--- config.mk ---
export PLATFORM = sky130hd
export DESIGN_NAME = id_ex_stage
export DESIGN_NICKNAME = d
export VERILOG_FILES = /design/src/rtl/id_ex_stage.sv
export SDC_FILE = /design/constraint.sdc
export NUM_CORES = 1
export LEC_CHECK = 0
export BUFFER_PORTS_ARGS = -buffer_cell sky130_fd_sc_hd__buf_2
export CAP_MARGIN = 20
export CORE_MARGIN = 2
export CORE_UTILIZATION = 30
export DETAILED_ROUTE_END_ITERATION = 10
export PLACE_DENSITY = 0.62
export SYNTH_ARGS = -nofsm -noshare
export SYNTH_HDL_FRONTEND = slang
export SYNTH_SLANG_ARGS = --single-unit
--- constraint.sdc ---
create_clock -name clk -period 4.1 [get_ports clk]
set_input_delay 0.205 -clock clk [delete_from_list [all_inputs] [get_ports clk]]
set_output_delay 0.205 -clock clk [all_outputs]
set_load 0.1 [all_outputs]
--- src/rtl/id_ex_stage.sv ---
// rtl/id_ex_stage.sv - ID/EX pipeline register with hazard detection and operand forwarding
// Optional feature macro: ID_EX_FWD_EN (forwarding + load-use interlock); default build forwards nothing.
module id_ex_stage (
   input  logic        clk,
   input  logic        reset,
   input  logic        flush,
   input  logic        stall,
   input  logic        in_valid,
   input  logic [4:0]  in_rs,
   input  logic [4:0]  in_rt,
   input  logic [4:0]  in_rd,
   input  logic [31:0] in_rdata1,
   input  logic [31:0] in_rdata2,
   input  logic [31:0] in_imm,
   input  logic [3:0]  in_alu_op,
   input  logic        in_alu_src,
   input  logic        in_reg_dst,
   input  logic        in_reg_write,
   input  logic        in_mem_read,
   input  logic        in_mem_write,
   input  logic        in_mem_to_reg,
   input  logic        exmem_reg_write,
   input  logic [4:0]  exmem_rd,
   input  logic [31:0] exmem_result,
   input  logic        memwb_reg_write,
   input  logic [4:0]  memwb_rd,
   input  logic [31:0] memwb_wdata,
   output logic        ex_valid,
   output logic [4:0]  ex_dest,
   output logic [31:0] ex_opa,
   output logic [31:0] ex_opb,
   output logic [31:0] ex_store_data,
   output logic [3:0]  ex_alu_op,
   output logic        ex_reg_write,
   output logic        ex_mem_read,
   output logic        ex_mem_write,
   output logic        ex_mem_to_reg,
   output logic        load_use_stall,
   output logic [15:0] bubble_count
);

   logic [31:0] ex_rdata1;
   logic [31:0] ex_rdata2;
   logic [31:0] ex_imm;
   logic        ex_alu_src;
   logic [31:0] fwd_b;

`ifdef ID_EX_FWD_EN
   logic [4:0] ex_rs;
   logic [4:0] ex_rt;

   always_ff @(posedge clk) begin
      if (reset) begin
         ex_rs <= 5'd0;
         ex_rt <= 5'd0;
      end else if (!flush && !stall && !load_use_stall) begin
         ex_rs <= in_rs;
         ex_rt <= in_rt;
      end
   end

   assign load_use_stall = in_valid && ex_valid && ex_mem_read && (ex_dest != 5'd0) &&
                           ((ex_dest == in_rs) || (ex_dest == in_rt));

   // The nearer stage wins; register 0 is never forwarded.
   always_comb begin
      ex_opa = ex_rdata1;
      if (exmem_reg_write && (exmem_rd != 5'd0) && (exmem_rd == ex_rs))
         ex_opa = exmem_result;
      else if (memwb_reg_write && (memwb_rd != 5'd0) && (memwb_rd == ex_rs))
         ex_opa = memwb_wdata;
   end

   always_comb begin
      fwd_b = ex_rdata2;
      if (exmem_reg_write && (exmem_rd != 5'd0) && (exmem_rd == ex_rt))
         fwd_b = exmem_result;
      else if (memwb_reg_write && (memwb_rd != 5'd0) && (memwb_rd == ex_rt))
         fwd_b = memwb_wdata;
   end
`else
   logic unused_fwd;
   assign unused_fwd = ^{in_rs, in_rt, exmem_reg_write, exmem_rd, exmem_result,
                         memwb_reg_write, memwb_rd, memwb_wdata};
   assign load_use_stall = 1'b0;
   assign ex_opa = ex_rdata1;
   assign fwd_b = ex_rdata2;
`endif

   assign ex_store_data = fwd_b;
   assign ex_opb = ex_alu_src ? ex_imm : fwd_b;

   always_ff @(posedge clk) begin
      if (reset) begin
         ex_valid      <= 1'b0;
         ex_dest       <= 5'd0;
         ex_rdata1     <= 32'd0;
         ex_rdata2     <= 32'd0;
         ex_imm        <= 32'd0;
         ex_alu_op     <= 4'd0;
         ex_alu_src    <= 1'b0;
         ex_reg_write  <= 1'b0;
         ex_mem_read   <= 1'b0;
         ex_mem_write  <= 1'b0;
         ex_mem_to_reg <= 1'b0;
         bubble_count  <= 16'd0;
      end else if (flush || (!stall && load_use_stall)) begin
         // Bubble: only validity and control are cleared; data fields are don't-care.
         ex_valid      <= 1'b0;
         ex_alu_op     <= 4'd0;
         ex_reg_write  <= 1'b0;
         ex_mem_read   <= 1'b0;
         ex_mem_write  <= 1'b0;
         ex_mem_to_reg <= 1'b0;
         if (bubble_count != 16'hFFFF)
            bubble_count <= bubble_count + 16'd1;
      end else if (!stall) begin
         ex_valid      <= in_valid;
         ex_dest       <= in_reg_dst ? in_rd : in_rt;
         ex_rdata1     <= in_rdata1;
         ex_rdata2     <= in_rdata2;
         ex_imm        <= in_imm;
         ex_alu_src    <= in_alu_src;
         ex_alu_op     <= in_valid ? in_alu_op : 4'd0;
         ex_reg_write  <= in_valid && in_reg_write;
         ex_mem_read   <= in_valid && in_mem_read;
         ex_mem_write  <= in_valid && in_mem_write;
         ex_mem_to_reg <= in_valid && in_mem_to_reg;
      end
   end

endmodule

* Yosys cells after proc, flatten, opt, wreduce, memory -nomap -nowiden *
Cells that the tools add are included.
Widths: inputs -> output; s select.

storage, ports and cells
  output and inout port bits = 127
  register bits = 127
  word-level logic and storage cells = 26

cells by class
  add/subtract/negate cells = 1
  bitwise gates (word level) = 2
  multiplexer cells = 3
  reduce and logical (&&, ||, !) cells = 7
  equal/unequal tests = 1

operators with widths
  cell                   number
  $mux 32                1
  $add 16x1->16 const B  1
  $ne 16x16->1 const B   1
  $mux 5                 1
  $logic_and 1x1->1      4
  $mux 4                 1
  $reduce_and 2->1       2
  $not 1->1              2
  $reduce_or 2->1        1

* Depth between registers and ports, before layout *
  depth in word-level cells = 2
  gate-level depth with buffers = 6

* Least setup slack after synthesis *
No wires, ideal clock.

  path kind = register to register
  from = register bubble_count[0]
  to = register bubble_count[1]
  buffers on the path = 0
  library setup time = 0.128 ns
  cell stages (with the launch flop) = 6
  period minus slack after synthesis = 2.268 ns
  arrival time = 2.140 ns
  setup slack = 1.832 ns
  cell sequence = dfxtp_1 > ha_1 > nand4_1 > o41ai_2 > mux2i_1 > nor2_1

between the ends
  longest elaborated chain between the ends = 2
  elaborated cells on any way between the ends = 3
  classes of those cells = add/sub: 1; eq/ne: 1; reduce/logical: 1

RTL lines
  element                                                line  source
  from (decl)                                            39    output logic [15:0] bubble_count
  from (signal assigned)                                 116   bubble_count <= bubble_count + 16'd1;
  branches (longest 2 deep; another with $add 16x1->16)  n/a

Several ways; the timed one is not identified.
A chain may end at the register's enable or synchronous reset.

* Worst setup path after layout *
  from = register ex_alu_src
  to = output ex_opb[13]

between the ends
  longest elaborated chain between the ends = 1

RTL lines
  element                 line  source
  from (decl)             45    logic ex_alu_src;
  from (signal assigned)  123   ex_alu_src <= in_alu_src;
  $mux 32                 91    assign ex_opb = ex_alu_src ? ex_imm : fwd_b;
  to (decl)               31    output logic [31:0] ex_opb,

No other way between the ends.

==> impl_metrics.toml <==
[run_status]
status = "completed"

[setup_path]
critPathMaxStageDelay_ns = 0.42
startpoint_type = "flop"
cp-end-kind = "output pin"
reg2reg_slack_ns = 2.41
arrival_ns = 1.87
cp.required_ns = 3.89
critPathKind = "reg2out"
critPathSlowestCell = "mux2_2"
worstPathCellList = "buf_4 > mux2_2 > buf_2"
regToRegStartpoint = "bubble_count[8]$_SDFFE_PP0P_"
reg2reg_depth = 4
reg2reg_to = "bubble_count[3]$_SDFFE_PP0P_"
worstPathMaxFanout = 32

[grt]
track_usage = 0.155
antenna_found_initial = 1
grt_pass1_wl_um = 22500
first_global_vias = 4500
grt_max_degree = 98
grt-ovfl-total = 0

[floorplan]
ioPinCount = 329
dieWidth_um = 134
start_util = 0.307
core_area_um2 = 16600
num_rows = 47
die_y_um = 134
die-area_um2 = 18000

[drt]
vias = 4959
wire_per_inst_um = 13.4
viasPerCell = 4.64
drtIter0Drc = 171
drc_errors = 0
ant_nets = 0
routed_wl_um = 14300
first_pass_iters = 4

[sta]
worst_slack_ns = 2.02
fin_crit_ns = 2.08
period_share = 0.507
max-slew-margin-rel = 0.401
setup_viol = 0
slew_violations = 0
finClkSkew_ns = 0.00909
tns_ns = 0
tightest_slew_ns = 0.899
fin_hold_ws_ns = 0.0204
timing.fmax_mhz = 481
rsz0062_at_grt = "no"
hold_viol = 0

[placed_design]
dp_slack_ns = 2.26
gp_congestion = 0.763
dp_hpwl_um = 9690
portBuffers = 246

[clocking]
cts_root_buf = "clkbuf_16"
ctsResizeCount = 0
holdBufCountCts = 2
clk_path_buf_depth = 2
post_cts_buffers = 0
cts_buffers = 17
htreeDepth = 4
clk_pin_slew_ns = 0.06
cts_tree = "yes"
cts_sinks = 127
clock_latency_ns = 0.41

[final_layout]
final_core_util = 0.428
syn_to_final_growth_pct = 39.4
multi_input_area_um2 = 2360
fin_nets = 1037
regArea_um2 = 2540
num-fill-cells = 1711
drive_gt1_frac = 0.391

[logic_synthesis]
ys_seq_area_frac = 0.499
synth_commonest_cells = "nand2_1, dfxtp_1, a21oi_1"
synth-edff-count = 0
syn_avg_cell_area_um2 = 8.41
ys_types = 43
syn-cell-area_um2 = 5100
syn_nets = 809
yosys.area.top_type = "dfxtp_1"
synth_seq_cells = 127
yosys_warnings = 0
synthCells = 606
yosysTopAreaCellShare = 0.499
synthArstFlopShare = 0
ys.flop_type = "dfxtp_1"
yosysMostFrequentCell = "nand2_1"
synth.area.top_cells = "dfxtp_1, nand2_1, a21oi_1"

[worst_hold_path]
hp-start = "in_rdata1[14]"
hp-class = "in2reg"
hold_depth = 3
hold-path-endpoint = "ex_opa[14]$_SDFFE_PP0P_"

[pwr]
p_leak_nw = 3.31
peakVddDrop_mv = 0.266
power.density_nw_per_um2 = 495

[flow_run]
maxCapViolations = 0
## cells by family after synthesis
logic type	synth area share
other	0.000736
XOR/XNOR	0.00344
AO/OA/AOI/OAI	0.149
flip-flops	0.499
buffers and inverters	0.0395
adder cells (fa/ha/maj)	0.00245
AND/OR/NAND/NOR	0.222
multiplexers	0.0845
## stage by stage
step / total power [mW] / cell area, um2 / cells
final: 3.52 / 7100 / 1068
after global routing: 3.64 / 7100 / 1067
after CTS: 3.56 / 7070 / 1066
after detailed placement: 2.00 / 6450 / 1032
after global placement: 2.00 / 6450 / 1032
after floorplan: 1.86 / 5100 / 606
## routing by layer
| layer | vias up | routed length, um | GRT usage |
|---|---|---|---|
| li1 | 2497 | - | - |
| met2 | 197 | 6510 | 0.242 |
| met1 | 2250 | 6380 | 0.198 |
| met4 | 0 | 199 | 0.0602 |
| met5 | - | 0 | 0 |
| met3 | 15 | 1250 | 0.0499 |
## area by class of cell
type,count,share of cell area
sequential,127,0.358
clock buffer,19,0.0624
multi-input combinational,434,0.333
clock inverter,13,0.0229
inverter,1,0.000528
tap,220,0.0388
timing repair buffer,253,0.185
antenna,1,0.000352
## cell usage in the layout (no fill, tap or decap), drive strengths merged, types with 3 or more instances in the layout
master,Yosys,final
a211oi,9,9
a21oi,107,107
a22oi,8,8
and3,4,4
buf,12,251
bufinv,0,3
clkbuf,32,19
clkinv,0,5
clkinvlp,0,3
dfxtp,127,127
inv,1,3
mux2,32,32
mux2i,7,7
nand2,200,200
nand3,5,5
nand4,4,4
nor2,26,26
o21ai,3,3
o31ai,5,5
or3,4,4
or4,3,3
## worst max path at each step
stage,from,to,slack (ns),depth (start not counted)
6_report,ex_alu_src$_SDFFE_PP0P_,ex_opb[13],2.02,3
5_1_grt,ex_alu_src$_SDFFE_PP0P_,ex_opb[13],1.94,3
4_1_cts,ex_alu_src$_SDFFE_PP0P_,ex_opb[13],1.98,3
3_5_place_dp,stall,ex_imm[30]$_SDFFE_PP0P_,2.26,4
3_3_place_gp,stall,ex_store_data[20]$_SDFFE_PP0P_,2.31,4
2_1_floorplan,bubble_count[0]$_SDFFE_PP0P_,bubble_count[1]$_SDFFE_PP0P_,1.83,5
## power by group
group | internal, mW | switching [mW]
Sequential | 1.29 | 0.0274
Combinational | 0.134 | 0.525
Clock | 0.974 | 0.570
## worst max-delay path, delay by kind of cell, from the launching register on
family | cells | cell delay (ns)
buf+inv | 2 | 0.71
flops | 1 | 0.32
mux | 1 | 0.42
Power figures use the tool's default switching activity.
